### src/rtl/conv_tile_scheduler.sv
// Layer sequencer: filter-group outer loop, row-major OFM tile inner loop; optional SCHED_PERF_CNT_EN perf counters.
// Latency: start->wgt_req 1 cycle; ack->next req 1 cycle, wb_ack->next req 2 cycles (ADVANCE).
// Backpressure: each *_req is held until its ack is sampled; the sequencer never advances without an ack.
module conv_tile_scheduler #(
    parameter int SYSTOLIC_SIZE = 16,
    parameter int IFM_SIZE      = 15,
    parameter int KERNEL_SIZE   = 3,
    parameter int NO_FILTER     = 512,
    parameter int STRIDE        = 1,
    localparam int OFM_SIZE           = IFM_SIZE - KERNEL_SIZE + 1,
    localparam int NO_TILING_PER_LINE = (OFM_SIZE + SYSTOLIC_SIZE - 1) / SYSTOLIC_SIZE,
    localparam int NO_TILING          = NO_TILING_PER_LINE * OFM_SIZE,
    localparam int NO_GROUP           = NO_FILTER / SYSTOLIC_SIZE,
    localparam int FW                 = $clog2(NO_GROUP + 1),
    localparam int TW                 = $clog2(NO_TILING + 1),
    localparam int RW                 = $clog2(OFM_SIZE + 1),
    localparam int CW                 = $clog2(NO_TILING_PER_LINE + 1)
) (
    input  logic          clk,
    input  logic          rst,
    input  logic          start,
    output logic          wgt_req,
    input  logic          wgt_ack,
    output logic          ifm_req,
    input  logic          ifm_ack,
    output logic          cmp_req,
    input  logic          cmp_ack,
    output logic          wb_req,
    input  logic          wb_ack,
    output logic          wb_to_fifo,
    output logic [FW-1:0] count_filter,
    output logic [TW-1:0] count_tiling,
    output logic [RW-1:0] tile_row,
    output logic [CW-1:0] tile_col,
    output logic          busy,
    output logic          done
`ifdef SCHED_PERF_CNT_EN
    ,
    output logic [31:0]   perf_cycles,
    output logic [31:0]   perf_stall
`endif
);

    typedef enum logic [2:0] {
        IDLE,
        LD_WGT,
        LD_IFM,
        COMPUTE,
        WRITEBACK,
        ADVANCE,
        FIN
    } state_t;

    localparam logic [TW-1:0] TILE_LAST = TW'(NO_TILING - 1);
    localparam logic [CW-1:0] COL_LAST  = CW'(NO_TILING_PER_LINE - 1);
    localparam logic [FW-1:0] GRP_LAST  = FW'(NO_GROUP - 1);

    state_t state;
    logic   wb_fifo_sel;

    // Even rows are parked for pooling; with an odd OFM the trailing even row still drains via the FIFO.
    always_comb begin
        wb_fifo_sel = 1'b0;
        if (STRIDE == 2) begin
            wb_fifo_sel = ~tile_row[0];
        end
    end

    always_ff @(posedge clk) begin
        if (rst) begin
            state        <= IDLE;
            wgt_req      <= 1'b0;
            ifm_req      <= 1'b0;
            cmp_req      <= 1'b0;
            wb_req       <= 1'b0;
            wb_to_fifo   <= 1'b0;
            count_filter <= '0;
            count_tiling <= '0;
            tile_row     <= '0;
            tile_col     <= '0;
            busy         <= 1'b0;
            done         <= 1'b0;
        end else begin
            case (state)
                IDLE: begin
                    if (start) begin
                        busy         <= 1'b1;
                        done         <= 1'b0;
                        count_filter <= '0;
                        count_tiling <= '0;
                        tile_row     <= '0;
                        tile_col     <= '0;
                        wgt_req      <= 1'b1;
                        state        <= LD_WGT;
                    end
                end
                LD_WGT: begin
                    if (wgt_ack) begin
                        wgt_req <= 1'b0;
                        ifm_req <= 1'b1;
                        state   <= LD_IFM;
                    end
                end
                LD_IFM: begin
                    if (ifm_ack) begin
                        ifm_req <= 1'b0;
                        cmp_req <= 1'b1;
                        state   <= COMPUTE;
                    end
                end
                COMPUTE: begin
                    if (cmp_ack) begin
                        cmp_req    <= 1'b0;
                        wb_req     <= 1'b1;
                        wb_to_fifo <= wb_fifo_sel;
                        state      <= WRITEBACK;
                    end
                end
                WRITEBACK: begin
                    if (wb_ack) begin
                        wb_req     <= 1'b0;
                        wb_to_fifo <= 1'b0;
                        state      <= ADVANCE;
                    end
                end
                ADVANCE: begin
                    if (count_tiling == TILE_LAST) begin
                        count_tiling <= '0;
                        tile_row     <= '0;
                        tile_col     <= '0;
                        count_filter <= count_filter + FW'(1);
                        if (count_filter == GRP_LAST) begin
                            state <= FIN;
                        end else begin
                            wgt_req <= 1'b1;
                            state   <= LD_WGT;
                        end
                    end else begin
                        count_tiling <= count_tiling + TW'(1);
                        if (tile_col == COL_LAST) begin
                            tile_col <= '0;
                            tile_row <= tile_row + RW'(1);
                        end else begin
                            tile_col <= tile_col + CW'(1);
                        end
                        ifm_req <= 1'b1;
                        state   <= LD_IFM;
                    end
                end
                FIN: begin
                    busy  <= 1'b0;
                    done  <= 1'b1;
                    state <= IDLE;
                end
                default: begin
                    state <= IDLE;
                end
            endcase
        end
    end

`ifdef SCHED_PERF_CNT_EN
    logic any_stall;

    always_comb begin
        any_stall = (wgt_req & ~wgt_ack) | (ifm_req & ~ifm_ack) |
                    (cmp_req & ~cmp_ack) | (wb_req & ~wb_ack);
    end

    // Both counters saturate rather than wrap so long layers never report a misleadingly small value.
    always_ff @(posedge clk) begin
        if (rst) begin
            perf_cycles <= '0;
            perf_stall  <= '0;
        end else if (state == IDLE && start) begin
            perf_cycles <= '0;
            perf_stall  <= '0;
        end else begin
            if (busy && perf_cycles != 32'hFFFF_FFFF) begin
                perf_cycles <= perf_cycles + 32'd1;
            end
            if (any_stall && perf_stall != 32'hFFFF_FFFF) begin
                perf_stall <= perf_stall + 32'd1;
            end
        end
    end
`else
    // Performance counters are not built in this configuration.
`endif

endmodule

### config.mk
export PLATFORM = sky130hd
export DESIGN_NAME = conv_tile_scheduler
export DESIGN_NICKNAME = d
export VERILOG_FILES = /design/src/rtl/conv_tile_scheduler.sv
export SDC_FILE = /design/constraint.sdc
export NUM_CORES = 1
export LEC_CHECK = 0
export ABC_AREA = 1
export CAP_MARGIN = 20
export CORE_MARGIN = 2
export CORE_UTILIZATION = 25
export DETAILED_ROUTE_END_ITERATION = 16
export DONT_BUFFER_PORTS = 1
export GPL_ROUTABILITY_DRIVEN = 0
export PLACE_DENSITY_LB_ADDON = 0.08
export SYNTH_ARGS = -nofsm -noshare
export SYNTH_HDL_FRONTEND = slang
export SYNTH_SLANG_ARGS = --single-unit
### constraint.sdc
create_clock -name clk -period 1.3 [get_ports clk]
set_clock_uncertainty 0.05 [all_clocks]
set_input_delay 0.195 -clock clk [delete_from_list [all_inputs] [get_ports clk]]
set_output_delay 0.195 -clock clk [all_outputs]
set_load 0.03 [all_outputs]
==> impl_metrics.yaml <==
timing:
  relSlewSlack_pct: 59.88
  rsz0062_at_grt: "yes"
  period_share_pct: 101.3
  hold_viol: 0
  layout_min_cycle_time_ns: 1.317
  fin_ws_ns: -0.01729
  finalSetupViolCount: 2
  tightest_slew_ns: 0.5998
  fmax_ghz: 0.7591
  slew_viol_final: 0
  fin_hold_ws_ns: 0.1111
clocking:
  cts_tree: "built"
  numCtsBuffers: 3
  clock-sinks: 23
  clockBufferDepth: 2
  root_buffer: "clkbuf_8"
  h-tree-depth: 1
  clk_pin_slew_worst_paths_ns: 0.09
  clk_latency_ns: 0.27
power:
  swShare_pct: 39.94
  p_total_mw: 2.167
  p_sw_uw: 865.4
  p_leak_nw: 0.7279
  power_density_mw_per_mm2: 1251
  p_clk_share_pct: 21.9
  combPwrFrac_pct: 34.3
  pwr-share-seq_pct: 43.8
  ir_drop_mv: 0.4997
  intPower_mw: 1.301
floorplan:
  die-area_mm2: 0.005523
  die_y_um: 74.32
  start_util_pct: 26.00
  fp.dieW_um: 74.32
  core_mm2: 0.004755
  num_io_pins: 29
  rows: 25
setup_path:
  reg2reg_slack_ns: -0.02
  critPathLaunchType: "flip-flop"
  r2r_end: "count_filter[4]"
  worstRegToRegCells: 9
  critPathSlowestCell: "dfxtp_4"
  max_stage_delay_ns: 0.41
  end_kind: "flip-flop"
  reg2reg_from: "state[1]"
  worstSetupPathType: "reg -> reg"
  path_max_fanout: 7
  cp_top_family: "flip-flops"
  critPathBufInv: 4
  worstPathArrival_ns: 1.42
  cp.required_ns: 1.40
  cp_cell_sequence: "inv_4, nand3_4, inv_4, buf_4, buf_4, nand3_1, nor2_1, a21oi_1, nor2_1"
synth:
  synth_top_cell_area_share_pct: 37.25
  netlist_area_mm2: 0.001236
  seq_area_frac_synth_pct: 37.25
  syn-instance-count: 179
  async_flop_share_pct: 0
  ys_types: 26
  yosysMostFrequentCell: "nand2_1"
  synth_top_area_cell: "dfxtp_1"
  avgSynthCellArea_um2: 6.906
  synth_edf_count: 0
  synth_warnings: 0
  synthFlopType: "dfxtp_1"
  netlist_top_cells_count: "nand2_1 (40), a21oi_1 (23), dfxtp_1 (23)"
  ys_seq_elements: 23
  synth.area.top_cells: "dfxtp_1 (37%), nand2_1 (12%), a21oi_1 (9.3%), inv_1 (6.7%), nor2_1 (6.1%)"
global_route:
  grt_util_all_layers_pct: 13.21
  grt_max_degree: 16
  antenna_found_initial: 0
  grt_pass1_wl_mm: 5.602
  overflow: 0
  first_global_vias: 1221
run:
  maxCapViolCount: 0
cells_and_area:
  antennaDiodeCount: 0
  num-nets-final: 223
  final_cells: 278
  seq_area_um2: 488.0
  drive_gt1_share_pct: 35.07
  utilization_pct: 36.42
  multi_input_area_um2: 755.7
  fillCellCount: 541
  synthToLayoutAreaGrowth_pct: 40.08
place:
  dp.cells: 267
  portBuffers: 0
  dp_hpwl_mm: 2.522
  post-place-ws_ns: -0.1236
min_path:
  hold_path_depth: 3
  holdCritPathClass: "in -> reg"
  min_to: "ifm_req"
  min_from: "ifm_ack"
route:
  post_drt_wl_per_cell_um: 11.92
  first_iter_violations: 62
  drt-total-wl_mm: 3.313
  vias_per_cell: 4.540
  ant_nets: 0
  dr.pass1.iters: 4
  vias: 1262
  drc: 0
run_status:
  violations: "setup timing"
  status: "finished with violations"
## per-stage QoR
stage,cell area [um^2],TNS [ns]
finish,1732,-0.01891
global route,1732,-1.220
CTS,1609,-0.003546
detailed placement,1511,-0.8352
global placement,1511,-0.7434
floorplan,1277,-0.006667
## cell type report
class,instances,share of cell area [%]
Sequential cell,23,28.18
Inverter,26,6.503
Clock inverter,1,0.4335
Clock buffer,3,2.384
Tap cell,67,4.841
Multi-Input combinational cell,126,43.64
Timing Repair Buffer,32,14.02
## power groups by stage
| stage | combinational [mW] | clock (mW) | sequential [mW] |
|---|---|---|---|
| 2_1_floorplan | 0.492 | 0 | 0.901 |
| 3_3_place_gp | 0.613 | 0 | 0.944 |
| 3_5_place_dp | 0.610 | 0 | 0.947 |
| 4_1_cts | 0.630 | 0.504 | 0.939 |
| 5_1_grt | 0.836 | 0.536 | 0.961 |
| 6_report | 0.743 | 0.476 | 0.949 |
## per-layer routing
| metal | up-vias | GRT usage, % | part of all wire (%) |
|---|---|---|---|
| li1 | 640 | - | - |
| met5 | - | 0 | 0 |
| met4 | 0 | 4.365 | 0.66 |
| met3 | 2 | 4.607 | 8.3 |
| met2 | 29 | 21.92 | 48 |
| met1 | 591 | 16.04 | 43 |
## logic make-up (layout without fill, tap and decap cells)
kind of cell | count (synthesis) | after routing | synth area share, %
flip-flops | 23 | 23 | 37.25
XOR/XNOR | 1 | 1 | 0.7086
other | 1 | 2 | 0.3034
AND/OR/NAND/NOR | 82 | 82 | 31.28
buffers and inverters | 31 | 62 | 11.03
adder cells (fa/ha/maj) | 4 | 4 | 4.049
AO/OA/AOI/OAI | 37 | 37 | 15.39
## worst max path at each step
| stage | depth (start not counted) | start | endpoint |
|---|---|---|---|
| 2_1_floorplan | 10 | count_tiling[0] | count_filter[5] |
| 3_3_place_gp | 8 | state[2] | state[2] |
| 3_5_place_dp | 8 | state[2] | state[2] |
| 4_1_cts | 9 | count_tiling[1] | count_filter[5] |
| 5_1_grt | 10 | count_tiling[1] | count_filter[5] |
| 6_report | 9 | state[1] | count_filter[4] |
## placed cells by master, fill, tap and decap left out, types with 3 or more instances in the layout
cell type  instances
nand2_1           34
nor2_2             5
dfxtp_4            7
buf_4             31
inv_1             20
nand3_1            9
nor2_1            15
dfxtp_1           15
a21oi_1           21
o21ai_1            3
nand3_4            3
nand2_2            6
o21ai_0            8
inv_4              3
clkbuf_8           3
## state kept, by name, indices dropped and copies added (netlist names)
register / flops
count_filter: 6
count_tiling: 4
tile_row: 4
state: 3
busy: 1
cmp_req: 1
done: 1
ifm_req: 1
wb_req: 1
wgt_req: 1
## worst min-delay path: stages
cell    delay, ns
inv_1        0.06
nor2_2       0.05
nor2_1       0.09
## what timing repair did
action / CTS / global route
resized for setup: 12 / 24
buffers inserted: 2 / 4
setup endpoints to repair: 19 / 19
endpoints found under the hold margin: 14 / 14
pin swaps: 6 / 7
(Power assumes the default switching activity.)
